`config.mk`:
```
export PLATFORM = sky130hd
export DESIGN_NAME = mark_counter_body
export DESIGN_NICKNAME = d
export VERILOG_FILES = /design/src/rtl/mark_counter_body.sv
export SDC_FILE = /design/constraint.sdc
export NUM_CORES = 1
export LEC_CHECK = 0
export CAP_MARGIN = 20
export CORE_ASPECT_RATIO = 2
export CORE_MARGIN = 2
export CORE_UTILIZATION = 54
export DETAILED_ROUTE_END_ITERATION = 10
export PLACE_DENSITY = 0.87
export SYNTH_ARGS = -nofsm -noshare
export SYNTH_HDL_FRONTEND = slang
export SYNTH_SLANG_ARGS = --single-unit
```
`constraint.sdc`:
```
create_clock -name clock -period 4.1 [get_ports clock]
set_input_delay 1.23 -clock clock [delete_from_list [all_inputs] [get_ports clock]]
set_output_delay 1.23 -clock clock [all_outputs]
set_load 0.03 [all_outputs]
```
`src/rtl/mark_counter_body.sv`:
```
// mark_counter_body: one downstream mark of the Golomb ruler search.
// Owns a candidate position, steps it on request, and hands val+1 to the
// next mark. Reports exhaustion once stepping would leave too little room
// for the marks still to be placed below it.
module mark_counter_body #(
  parameter int WIDTH            = 9,
  parameter int REMAINING_MARKS  = 1,
  parameter int STEP_COUNT_WIDTH = 16
) (
  input  logic                        clock,
  input  logic                        reset,
  input  logic                        load,
  input  logic [WIDTH-1:0]            startValue,
  input  logic                        advance,
  input  logic                        clear,
  input  logic [WIDTH-1:0]            maxLength,
  output logic [WIDTH-1:0]            val,
  output logic [WIDTH-1:0]            nextStartValue,
  output logic                        valid,
  output logic                        exhausted,
  output logic                        changed,
  output logic [STEP_COUNT_WIDTH-1:0] stepCount
);

  localparam logic [1:0] S_IDLE      = 2'd0;
  localparam logic [1:0] S_ACTIVE    = 2'd1;
  localparam logic [1:0] S_EXHAUSTED = 2'd2;

  // Reserved tail positions, widened by one bit so the subtraction can borrow.
  localparam logic [WIDTH:0] RESERVE = (WIDTH+1)'(REMAINING_MARKS);

  logic [1:0]     state;
  logic [WIDTH:0] limit;
  logic           underflow;
  logic           start_ok;
  logic           step_ok;

  // Last position this mark may occupy, and whether a load/step stays within it.
  // An underflowed limit admits nothing, so every load lands in EXHAUSTED.
  always_comb begin
    underflow = {1'b0, maxLength} < RESERVE;
    limit     = {1'b0, maxLength} - RESERVE;
    start_ok  = !underflow && ({1'b0, startValue} <= limit);
    step_ok   = !underflow && ({1'b0, val} < limit);
  end

  // Command handling: clear beats load beats advance; advance only acts in ACTIVE.
  always_ff @(posedge clock or negedge reset) begin
    if (!reset) begin
      state     <= S_IDLE;
      val       <= '0;
      stepCount <= '0;
      changed   <= 1'b0;
    end else if (clear) begin
      state     <= S_IDLE;
      val       <= '0;
      stepCount <= '0;
      changed   <= 1'b0;
    end else if (load) begin
      // A reload of the current value still strobes changed so the
      // downstream mark restarts from our nextStartValue.
      state     <= start_ok ? S_ACTIVE : S_EXHAUSTED;
      val       <= startValue;
      stepCount <= '0;
      changed   <= 1'b1;
    end else begin
      case (state)
        S_ACTIVE: begin
          if (advance && step_ok) begin
            val       <= val + 1'b1;
            stepCount <= (&stepCount) ? stepCount : stepCount + 1'b1;
            changed   <= 1'b1;
          end else if (advance) begin
            // At the limit: hold val and count, just stop.
            state   <= S_EXHAUSTED;
            changed <= 1'b0;
          end else begin
            changed <= 1'b0;
          end
        end
        S_IDLE, S_EXHAUSTED: begin
          changed <= 1'b0;
        end
        default: begin
          state     <= S_IDLE;
          val       <= '0;
          stepCount <= '0;
          changed   <= 1'b0;
        end
      endcase
    end
  end

  // State decode and the saturating hand-off to the next mark.
  always_comb begin
    valid          = (state == S_ACTIVE);
    exhausted      = (state == S_EXHAUSTED);
    nextStartValue = (&val) ? val : val + 1'b1;
  end

endmodule

```
==> Yosys cells after proc, flatten, opt, wreduce, memory -nomap -nowiden <==
Cells that the tools add are included.
{ "op_classes": {"add_sub_neg": 3, "n_lt_le_gt_ge": 3, "eq_ne": 7, "mux": 20, "reduce_logical": 11} }
{ "op_table": {"columns": ["op", "count"], "rows": [
  ["two-way mux 16 bit", 4],
  ["two-way mux 9 bit", 4],
  ["one-hot mux 16 bit (2 select lines)", 1],
  ["one-hot mux 9 bit (2 select lines)", 1],
  ["adder 16 x 1 -> 16 bit (second input constant)", 1],
  ["AND reduction 16 bit", 1],
  ["!= test 4 bit (second input constant)", 3],
  ["less-or-equal comparator 9 x 10 -> 1 bit", 1],
  ["less-than comparator 9 x 10 -> 1 bit", 1],
  ["two-way mux 2 bit", 5],
  ["subtractor 9 x 1 -> 10 bit (second input constant)", 1],
  ["adder 9 x 1 -> 9 bit (second input constant)", 1],
  ["less-than comparator 9 x 1 -> 1 bit (second input constant)", 1],
  ["AND reduction 9 bit", 1],
  ["AND reduction 3 bit", 2],
  ["two-way mux 1 bit", 4],
  ["!= test 4 x 3 -> 1 bit (second input constant)", 1],
  ["one-hot mux 2 bit (2 select lines)", 1],
  ["logical AND 1 bit", 3],
  ["!= test 3 bit (second input constant)", 1],
  ["== test 2 x 1 -> 1 bit (second input constant)", 1],
  ["== test 2 bit (second input constant)", 1],
  ["zero test 2 bit", 1],
  ["AND reduction 2 bit", 1],
  ["2 further kinds", 2]
]} }
{ "word_totals": {"reg_bits": 28, "inputBits": 23} }

==> Logic depth before layout (Yosys ltp) <==
{ "depth": {"word_depth": 8, "ltp_mapped": 13} }

==> Worst setup path after synthesis <==
OpenSTA, ideal clock, no wires.
{ "synth_path": {"kind": "input-to-reg", "start": "input port maxLength[1]", "end": "register val[1]", "setup_time_ns": 0.125, "t_arrival_ns": 3.542, "required_ns": 3.975, "setup_slack_ns": 0.433, "cell_stages": 10, "path_buffers": 0, "path_cell_list": "nor3_1 > nor3b_1 > xnor2_1 > ha_1 > a21o_1 > a21o_1 > o221ai_2 > nand3_1 > a22oi_1 > mux2_2"} }
{ "synth_via": {"elab_chain_cells": 6} }
{ "synth_rtl": {"columns": ["item", "line", "source"], "rows": [
  ["from (decl)", "16", "input logic [WIDTH-1:0] maxLength,"],
  ["subtractor 9 x 1 -> 10 bit / less-than comparator 9 x 1 -> 1 bit (equally long branches)", "42, 41", null],
  ["less-than comparator 9 x 10 -> 1 bit / zero test 1 bit (equally long branches)", "44", "step_ok = !underflow && ({1'b0, val} < limit);"],
  ["logical AND 1 bit *", "44", null],
  ["logical AND 1 bit *", "69", "if (advance && step_ok) begin"],
  ["!= test 4 x 3 -> 1 bit (no line) *", null, null],
  ["AND reduction 2 bit (no line) *", null, null],
  ["to (signal assigned)", "63", "val <= startValue;"],
  ["to (signal assigned)", "70", "val <= val + 1'b1;"],
  ["to (decl)", "17", "output logic [WIDTH-1:0] val,"]
]} }
Mark *: on every way between the ends. The rest lies on a longest branch, timed or not.
A chain may end at the register's enable or synchronous reset.

==> Final worst setup path <==
{ "layout_path": {"start": "input port maxLength[5]", "end": "register stepCount[3]"} }
{ "layout_via": {"elab_chain_cells": 6} }
{ "layout_rtl": {"columns": ["item", "line", "source"], "rows": [
  ["subtractor 9 x 1 -> 10 bit / less-than comparator 9 x 1 -> 1 bit (equally long branches)", "42, 41", null],
  ["less-than comparator 9 x 10 -> 1 bit / zero test 1 bit (equally long branches)", "44", null],
  ["logical AND 1 bit *", "44", null],
  ["logical AND 1 bit *", "69", null],
  ["!= test 4 x 3 -> 1 bit (no line) *", null, null],
  ["AND reduction 3 bit (no line) *", null, null],
  ["to (signal assigned)", "71", "stepCount <= (&stepCount) ? stepCount : stepCount + 1'b1;"],
  ["to (decl)", "22", "output logic [STEP_COUNT_WIDTH-1:0] stepCount"]
]} }
Marks and branches as above.

==> flow_summary.ini <==
[yosys]
synth_nets = 317
yosys.area.top_type = dfrtp_1
yosys-top-cells-area = dfrtp_1, ha_1, nand3_1
ys_seq_area_frac = 0.296
ys_seq_elements = 28
yosysWarnings = 0
syn_area_sq_mm = 0.00237
postSynthCellCount = 274
syn_avg_cell_area_sq_um = 8.64
synth-edff-count = 0
ys_types = 51
ys_async_sr_fraction = 1.00
postSynth.topFlopCell = dfrtp_1
synth.top_cell.area_share = 0.296

[cts]
ctsHoldBuffers = 0
clk_path_buf_depth = 2
numCtsBuffers = 3
clk_pin_slew_ps = 100
h-tree-depth = 1
tritoncts = done
cts.sinks = 28
cts_root_buf = clkbuf_8
worstSkewPairLatency_ps = 290

[place]
io_buffers = 59
place.gp.congestion = 0.918
dpl-instance-area_sq_mm = 0.00320
dp_cells = 404
dp_hpwl_microns = 5510

[worst_setup_path]
path_buf_inv = 2
critPathRequiredTime_ps = 4320
crit_arrival_ps = 4300
path_cells = clkdlybuf4s50_1 > nor4_4 > nand2_2 > nor3_4 > xnor2_1 > ha_1 > o21a_4 > a31oi_4 > nand4_4 > buf_12 > or4_1 > a21oi_2
cp-start-kind = primary input
crit_slowest_cell = or4_1
timing.critical_path.max_delay_family = simple AND/OR/NAND/NOR gates
slowest_delay_ps = 520
path_class = in2reg
crit_fanout = 7
cp-end-kind = flip-flop

[grt]
grt_pass1_wl_microns = 11200
antenna_found_initial = 0
grt_pass1_vias = 2495
grt_max_degree = 29
grt_overflow = 0
grt_usage = 0.297

[sta]
final.min_clock_period_ps = 4070
worst_slew_pin_slew_ps = 530
holdWs_ps = 591
max_freq_ghz = 0.246
slew_violations = 0
finalHoldViolCount = 0
setup_viol = 0
max-slew-margin-rel = 0.643
min_period_over_period = 0.993
skew_ps = 4.89
rsz0062_at_grt = yes

[route]
wl_per_cell_microns = 18.2
viasPerCell = 6.28
dr.first_iter.drc_count = 95
drt-total-wl_microns = 7510
ant_nets = 0
vias = 2592
drc = 0
drtPass1Iterations = 5

[min_path]
hold_path_class = reg2reg

[floorplanning]
num_rows = 34
dieArea_sq_mm = 0.00496
die_w_microns = 50.8
pin_count = 60
start_util = 0.551
die_h_microns = 97.7
core_sq_mm = 0.00430

[cells_and_area]
area_growth_pct = 44.6
layout_common_cells = clkdlybuf4s50_1, buf_4, dfrtp_1, nand2_1, nand3_1
final_common_cell = clkdlybuf4s50_1
fin_cells = 413
n_fill_cell = 284
final_area_sq_mm = 0.00342
antenna_cells = 0
nets = 403
drive_gt1_frac = 0.162

[status]
status = completed

[power_and_ir_drop]
fin_total_pwr_uw = 802
p_per_area_mw_per_mm2 = 234
leakage_uw = 0.00152
vdd_drop_max_uv = 233

[job]
maxCapViolCount = 0
## synthesized netlist by cell type (5+ instances only)
master,n
a21oi_1,18
clkbuf_1,9
dfrtp_1,28
ha_1,20
inv_1,14
nand2_1,21
nand3_1,20
nand4_1,5
nor2_1,13
nor3_1,6
o211ai_1,13
o21ai_0,12
o31ai_1,7
or3_1,7
or4_1,13
xnor2_1,7
xor2_1,7
## final cells by class
cell class                      count  area [sq um]  area share
Multi-Input combinational cell    221          1640       0.478
Timing Repair Buffer               92           897       0.262
Sequential cell                    28           701       0.205
Tap cell                           54          67.6      0.0197
Inverter                           14          52.6      0.0153
Clock buffer                        3          41.3      0.0121
Clock inverter                      1          30.0     0.00877
## layer usage
metal	wire [microns]	part of all wire	vias to the layer above	GRT usage
met5	0	0	-	0
met4	423	0.056	0	0.216
met3	301	0.040	32	0.0138
met2	4300	0.57	143	0.561
met1	2480	0.33	1212	0.285
li1	-	-	1205	-
## power by group
| group | switching, uW | internal (uW) | total [uW] | leakage, uW |
|---|---|---|---|---|
| Clock | 96.0 | 131 | 227 | 0.0000357 |
| Combinational | 148 | 125 | 273 | 0.00110 |
| Sequential | 16.0 | 285 | 301 | 0.000383 |
## flip-flops by register name (all words and copies together), names as in the netlist
name       flops
stepCount     16
val            9
state          2
changed        1
## timing repair
item                       4_1_cts  5_1_grt
resized for setup                7       17
setup buffers                    1        2
gates cloned                     0        2
pin swaps                        1        9
hold endpoints to repair         0        0
setup endpoints to repair       25       23
## stage by stage
stage | TNS, ps | util | setup WS [ps]
6_report | 0 | 0.797 | 27.5
5_1_grt | -182 | 0.797 | -47.2
4_1_cts | 0 | 0.768 | 11.2
3_5_place_dp | -10050 | 0.745 | -485
3_3_place_gp | -4060 | 0.745 | -238
2_1_floorplan | 0 | - | 433
## kinds of logic after synthesis
family	share of synthesized area
AND/OR/NAND/NOR	0.261
AO/OA/AOI/OAI	0.218
flip-flops	0.296
buffers and inverters	0.0428
adder cells (fa/ha/maj)	0.106
XOR/XNOR	0.0586
multiplexers	0.0180
## path summary, 6_finish.rpt
kind	startpoint	end	slack, ps	cells past startpoint
setup reg to reg	val[1]$_DFFE_PN0P_	stepCount[3]$_DFFE_PN0P_	1410	10
hold reg to reg	stepCount[13]$_DFFE_PN0P_	stepCount[13]$_DFFE_PN0P_	590	1
setup / recovery	maxLength[5]	stepCount[3]$_DFFE_PN0P_	30	12
min in group asynchronous	reset	stepCount[14]$_DFFE_PN0P_	1310	2
hold / removal	stepCount[13]$_DFFE_PN0P_	stepCount[13]$_DFFE_PN0P_	590	1
max in group asynchronous	reset	val[3]$_DFFE_PN0P_	2500	2
(Power assumes the default switching activity.)
